<file path="config.mk">
export PLATFORM = sky130hd
export DESIGN_NAME = icache_refill
export DESIGN_NICKNAME = d
export VERILOG_FILES = /design/src/rtl/icache_refill_pkg.sv /design/src/rtl/icache_refill_byte_collector.sv /design/src/rtl/icache_refill.sv
export SDC_FILE = /design/constraint.sdc
export NUM_CORES = 1
export LEC_CHECK = 0
export ABC_AREA = 1
export CORE_MARGIN = 2
export CORE_UTILIZATION = 42
export CTS_CLUSTER_SIZE = 16
export DETAILED_ROUTE_END_ITERATION = 10
export PLACE_DENSITY = 0.81
export SLEW_MARGIN = 40
export SYNTH_ARGS = -nofsm -noshare
export SYNTH_HDL_FRONTEND = slang
export SYNTH_HIERARCHICAL = 1
export SYNTH_SLANG_ARGS = --single-unit
</file>
<file path="constraint.sdc">
create_clock -name clk -period 2.6 [get_ports clk]
set_input_delay 0.52 -clock clk [delete_from_list [all_inputs] [get_ports clk]]
set_output_delay 0.52 -clock clk [all_outputs]
set_load 0.005 [all_outputs]
</file>
<file path="src/rtl/icache_refill_pkg.sv">
// Shared widths, state encoding and refill constants for the instruction-cache miss handler.
package icache_refill_pkg;

    localparam int unsigned INST_ADDR_W    = 32;
    localparam int unsigned MEM_DATA_W     = 8;
    localparam int unsigned INST_W         = 32;
    localparam int unsigned BYTES_PER_INST = 4;
    localparam int unsigned CNT_W          = 3;

    typedef enum logic [1:0] {
        ST_IDLE  = 2'd0,
        ST_FETCH = 2'd1,
        ST_WRITE = 2'd2
    } refill_state_e;

endpackage : icache_refill_pkg

</file>
<file path="src/rtl/icache_refill_byte_collector.sv">
// Captures returning memory bytes into a little-endian instruction word.
module icache_refill_byte_collector
    import icache_refill_pkg::*;
(
    input  logic                  clk,
    input  logic                  rst,
    input  logic                  i_capture,
    input  logic                  i_clear,
    input  logic [MEM_DATA_W-1:0] i_mem_din,
    output logic [INST_W-1:0]     o_word,
    output logic                  o_done
);

    logic                 r_pend;
    logic [CNT_W-1:0]     r_recv_cnt;
    logic [INST_W-1:0]    r_buf;
    logic                 w_room;

    assign w_room = r_recv_cnt < CNT_W'(BYTES_PER_INST);
    assign o_done = r_pend && (r_recv_cnt == CNT_W'(BYTES_PER_INST - 1));
    assign o_word = r_buf;

    // A grant this cycle means its byte is on i_mem_din next cycle; clear drops any such byte.
    always_ff @(posedge clk) begin
        if (rst) begin
            r_pend     <= 1'b0;
            r_recv_cnt <= '0;
            r_buf      <= '0;
        end else if (i_clear) begin
            r_pend     <= 1'b0;
            r_recv_cnt <= '0;
        end else begin
            r_pend <= i_capture;
            if (r_pend && w_room) begin
                for (int unsigned b = 0; b < BYTES_PER_INST; b++) begin
                    if (r_recv_cnt == CNT_W'(b)) begin
                        r_buf[b*MEM_DATA_W +: MEM_DATA_W] <= i_mem_din;
                    end
                end
                r_recv_cnt <= r_recv_cnt + CNT_W'(1);
            end
        end
    end

endmodule : icache_refill_byte_collector

</file>
<file path="src/rtl/icache_refill.sv">
// Instruction-cache miss handler: serves hits, refills misses byte-by-byte and writes the word back.
module icache_refill
    import icache_refill_pkg::*;
#(
    parameter int unsigned ADDR_W = INST_ADDR_W,
    parameter int unsigned MEM_W  = MEM_DATA_W
) (
    input  logic              clk,
    input  logic              rst,
    input  logic              req_i,
    input  logic [ADDR_W-1:0] pc_i,
    input  logic              flush_i,
    output logic [ADDR_W-1:0] raddr_o,
    input  logic              hit_i,
    input  logic [INST_W-1:0] inst_i,
    output logic              inst_valid_o,
    output logic [INST_W-1:0] inst_o,
    output logic              busy_o,
    output logic              mem_req_o,
    output logic [ADDR_W-1:0] mem_addr_o,
    input  logic              mem_grant_i,
    input  logic [MEM_W-1:0]  mem_din_i,
    output logic              we_o,
    output logic [ADDR_W-1:0] waddr_o,
    output logic [INST_W-1:0] winst_o
);

    refill_state_e      r_state;
    refill_state_e      w_state_next;
    logic [ADDR_W-1:0]  r_base;
    logic [CNT_W-1:0]   r_issue_cnt;

    logic               w_kill;
    logic               w_miss;
    logic               w_issue_open;
    logic               w_grant_take;
    logic               w_clear;
    logic               w_done;
    logic [INST_W-1:0]  w_word;

    assign w_kill       = rst || flush_i;
    assign w_miss       = (r_state == ST_IDLE) && req_i && !hit_i && !w_kill;
    assign w_issue_open = r_issue_cnt < CNT_W'(BYTES_PER_INST);
    assign w_grant_take = mem_req_o && mem_grant_i;
    assign w_clear      = w_miss || flush_i;
    assign busy_o       = (r_state != ST_IDLE);

    icache_refill_byte_collector u_collector (
        .clk       (clk),
        .rst       (rst),
        .i_capture (w_grant_take),
        .i_clear   (w_clear),
        .i_mem_din (mem_din_i),
        .o_word    (w_word),
        .o_done    (w_done)
    );

    // State register, miss base latch and request issue counter.
    always_ff @(posedge clk) begin
        if (rst) begin
            r_state     <= ST_IDLE;
            r_base      <= '0;
            r_issue_cnt <= '0;
        end else begin
            r_state <= w_state_next;
            if (flush_i) begin
                r_issue_cnt <= '0;
            end else if (w_miss) begin
                r_base      <= {pc_i[ADDR_W-1:2], 2'b00};
                r_issue_cnt <= '0;
            end else if (w_grant_take) begin
                r_issue_cnt <= r_issue_cnt + CNT_W'(1);
            end
        end
    end

    // Next state and output muxing; reset and flush suppress every strobe for the cycle.
    always_comb begin
        w_state_next = r_state;
        raddr_o      = '0;
        inst_valid_o = 1'b0;
        inst_o       = '0;
        mem_req_o    = 1'b0;
        mem_addr_o   = '0;
        we_o         = 1'b0;
        waddr_o      = '0;
        winst_o      = '0;

        unique case (r_state)
            ST_IDLE: begin
                raddr_o = pc_i;
                if (req_i && !w_kill) begin
                    if (hit_i) begin
                        inst_valid_o = 1'b1;
                        inst_o       = inst_i;
                    end else begin
                        w_state_next = ST_FETCH;
                    end
                end
            end
            ST_FETCH: begin
                raddr_o = r_base;
                if (!w_kill) begin
                    mem_req_o  = w_issue_open;
                    mem_addr_o = r_base + ADDR_W'(r_issue_cnt);
                end
                if (w_done) begin
                    w_state_next = ST_WRITE;
                end
            end
            ST_WRITE: begin
                // The cache forwards this write, so the read port stays on the refilled word.
                raddr_o = r_base;
                if (!w_kill) begin
                    we_o         = 1'b1;
                    waddr_o      = r_base;
                    winst_o      = w_word;
                    inst_valid_o = 1'b1;
                    inst_o       = w_word;
                end
                w_state_next = ST_IDLE;
            end
            default: begin
                w_state_next = ST_IDLE;
            end
        endcase

        if (flush_i) begin
            w_state_next = ST_IDLE;
        end
    end

endmodule : icache_refill

</file>
==> impl_results.md <==
- Psw: 724 uW
- Area Overhead vs Synth: 63.5%
- Root Driver: clkbuf_16
- Layout Nets: 1,217
- Worst reg-to-reg setup slack: 0.59 ns
- Commonest non-fill, non-tap cell in the layout: nand2_1
- Worst Setup End Kind: primary output
- Clock transition at path regs: 0.06 ns
- Initial antenna violation count: 0
- CP Max Fanout: 3
- Netlist cell types: 29
- Die Y: 115 um
- Final period util: 1.01
- Ant. Diodes: 0
- CP required: 2.08 ns
- Synth Cell Area: 5150 um^2
- Met1 Use GR: 0.332
- Critical path origin: r_base[2]$_SDFFE_PP0P_
- Initial Utilization: 0.429
- Post-Route WL: 19,400 um
- Outcome: finished with violations
- CTS Buffer Depth: 2
- I/O Buffers: 239
- Die Wd: 115 um
- Cells after synthesis: 885
- Worst path slowest cell: dfxtp_4
- Normalized max-slew margin: 0.538
- Vias in the first global route: 6,132
- Worst Slack Setup Final: -0.0174 ns
- Gr ovfl total: 0
- Area leader, netlist: dfxtp_1
- TritonCTS Buffers: 9
- Die area: 13,200 um^2
- Final-layout fill cell count: 1,071
- Crit Path Class: reg2out
- Hold_ws: 0.482 ns
- DRC violations left: 0
- Sw Share: 0.248
- Grt met2 use: 0.521
- Yosys top cell area share: 0.276
- Final Critical Period: 2.62 ns
- Busiest grt layer: met2
- I/O pins: 242
- Finish-stage setup viols: 2
- First-pass GRT wire length: 30,000 um
- CTS sink count: 71
- Int Pwr: 2.20 mW
- Fin cells: 1,277
- Commonest cells after routing, fill and taps aside: 196 x nand2_1, 182 x nor2_1, 167 x clkdlybuf4s50_1
- Clock tree from TritonCTS: done
- Maximum vdd ir drop: 0.000264 V
- Reg power frac: 0.389
- Critical path cell sequence: ha_4 > ha_2 > inv_1 > nor2_1 > nand2_2 > buf_6 > nor2_4 > buf_4 > inv_1 > nor2_1 > nor2_1 > dlygate4sd2_1
- Synth warn: 6
- DPL Wire Length: 13,400 um
- Setup crit end: mem_addr_o[14]
- CP startpoint kind: register
- Fmax: 382 MHz
- Worst skew pair latency: 0.33 ns
- Placed inst area: 7730 um^2
- Comb power frac: 0.152
- Largest net degree at the start of global routing: 61
- Share of cells above drive strength 1: 0.105
- Worst path depth: 12
- Hold Path Class: reg2reg
- Main area contributors after synthesis: dfxtp_1 28%, nand2_1 15%, nor2_1 14%
- Failing checks: negative setup slack
- Post-route ant nets: 0
- Crit path largest cell delay: 0.37 ns
- Routed via count: 6,614
- DP Cell Count: 1,243
- H-tree Lvls: 3
- TritonRoute pass-1 iters: 5
- Crit path max-delay family: buffers and inverters
- Cell mode on critical path: nor2_1
- P per Cell Area: 347 nW/um^2
- Buf/Inv on CP: 5
- Max-slew violations: 0
- Flops & latches, synth: 71
- RSZ-0062 raised after global routing: true
- Clock skew: 0.00703 ns
- GRT Resource Usage Total: 0.286
- Register area share after synthesis: 0.276
- Crit path DAT: 2.10 ns
- Clock share of power: 0.460
- Num rows: 40
- Slew @ Worst Pin: 0.692 ns
- DRT iter0 DRCs: 432
- Area of the core: 12,000 um^2
- FF-to-FF End: u_collector/o_word[24]$_SDFFE_PP0P_
- DR WL/cell: 15.2 um
- Mapped Avg Cell Area: 5.82 um^2
- Hold Vio Cnt, Final: 0
- Met3 Use GR: 0.0511
- Avg Vias per Cell: 5.18
- Post-route cell area: 8430 um^2
- Pleak: 3.58 nW
- Reg2reg start: r_state[0]$_SDFFE_PP0P_
- Max-cap violations: 0
- Routability cong.: 0.929
- Overall Power: 2.92 mW
- Reg2reg path depth: 11
## sequential cells by signal (all words and copies together), names as in the netlist
register / flops
r_state: 2
u_collector/r_recv_cnt: 3
u_collector/r_pend: 1
r_issue_cnt: 3
r_base: 30
u_collector/o_word: 32
## per-layer routing
metal  part of all wire  wire length, um
met1               0.40             7780
met2               0.49             9520
met3              0.077             1490
met4              0.029              565
met5                  0                0
## cell type report
type / count / area, um^2 / area share
Clock buffer: 9 / 225 / 0.0267
Inverter: 144 / 543 / 0.0644
Timing Repair Buffer: 278 / 2810 / 0.333
Clock inverter: 6 / 93.8 / 0.0111
Multi-Input combinational cell: 622 / 3140 / 0.372
Tap cell: 147 / 184 / 0.0218
Sequential cell: 71 / 1440 / 0.170
## kinds of logic after synthesis
| group | after synthesis | share of synthesized area |
|---|---|---|
| compound gates | 136 | 0.156 |
| buf+inv | 193 | 0.152 |
| other cells | 1 | 0.000727 |
| simple gates | 471 | 0.384 |
| flops | 71 | 0.276 |
| fa+ha+maj | 13 | 0.0316 |
## worst min-delay path by stage
stage	startpoint	to	slack, ns	cells after the start
2_1_floorplan	u_collector/o_word[0]$_SDFFE_PP0P_	u_collector/o_word[0]$_SDFFE_PP0P_	0.46	2
3_5_place_dp	u_collector/o_word[31]$_SDFFE_PP0P_	u_collector/o_word[31]$_SDFFE_PP0P_	0.47	2
4_1_cts	u_collector/o_word[12]$_SDFFE_PP0P_	u_collector/o_word[12]$_SDFFE_PP0P_	0.49	2
6_report	u_collector/o_word[27]$_SDFFE_PP0P_	u_collector/o_word[27]$_SDFFE_PP0P_	0.48	2
5_1_grt	u_collector/o_word[31]$_SDFFE_PP0P_	u_collector/o_word[31]$_SDFFE_PP0P_	0.50	2
3_3_place_gp	u_collector/o_word[23]$_SDFFE_PP0P_	u_collector/o_word[23]$_SDFFE_PP0P_	0.47	2
## Yosys cell counts (all sizes together)
library cell	count
nor2	210
nand2	205
inv	144
dfxtp	71
a21oi	58
nand4	34
o22ai	32
buf	31
o31ai	30
clkbuf	18
nand3	14
ha	13
o21ai	13
nor3	5
a21boi	1
and2	1
conb	1
nand3b	1
o21a	1
o21bai	1
or2	1
## repair_timing
action,in CTS,in global routing
pin swaps,19,4
gates resized for setup,106,29
endpoints found under the setup margin,134,31
gates cloned,5,0
setup buffers,12,3
hold buffers,0,0
## per-stage QoR
step | worst slack [ns] | utilization | setup TNS, ns
after floorplan | 0.727 | - | 0
after global placement | -0.246 | 0.644 | -12.15
after detailed placement | -0.266 | 0.644 | -13.40
final | -0.0174 | 0.702 | -0.0241
after global routing | -0.120 | 0.702 | -0.439
after CTS | -0.000201 | 0.694 | -0.000201
## power groups by stage
stage	registers [mW]	clock network, mW	logic (mW)
final	1.14	1.34	0.444
after global routing	1.14	1.41	0.482
after CTS	1.13	1.36	0.446
after detailed placement	1.16	0	0.435
after global placement	1.16	0	0.432
after floorplan	1.15	0	0.168
## worst register-to-register path, cell delays in order, from the launching register on
cell and delay [ns]:
dfxtp_2 0.34, inv_1 0.09, ha_4 0.19, buf_4 0.15, nand3_1 0.15, nor2_4 0.05
or2_2 0.28, inv_2 0.10, nand3_4 0.15, nor2_4 0.27, nor2_1 0.07, nor2_1 0.11
(Power assumes the default switching activity.)
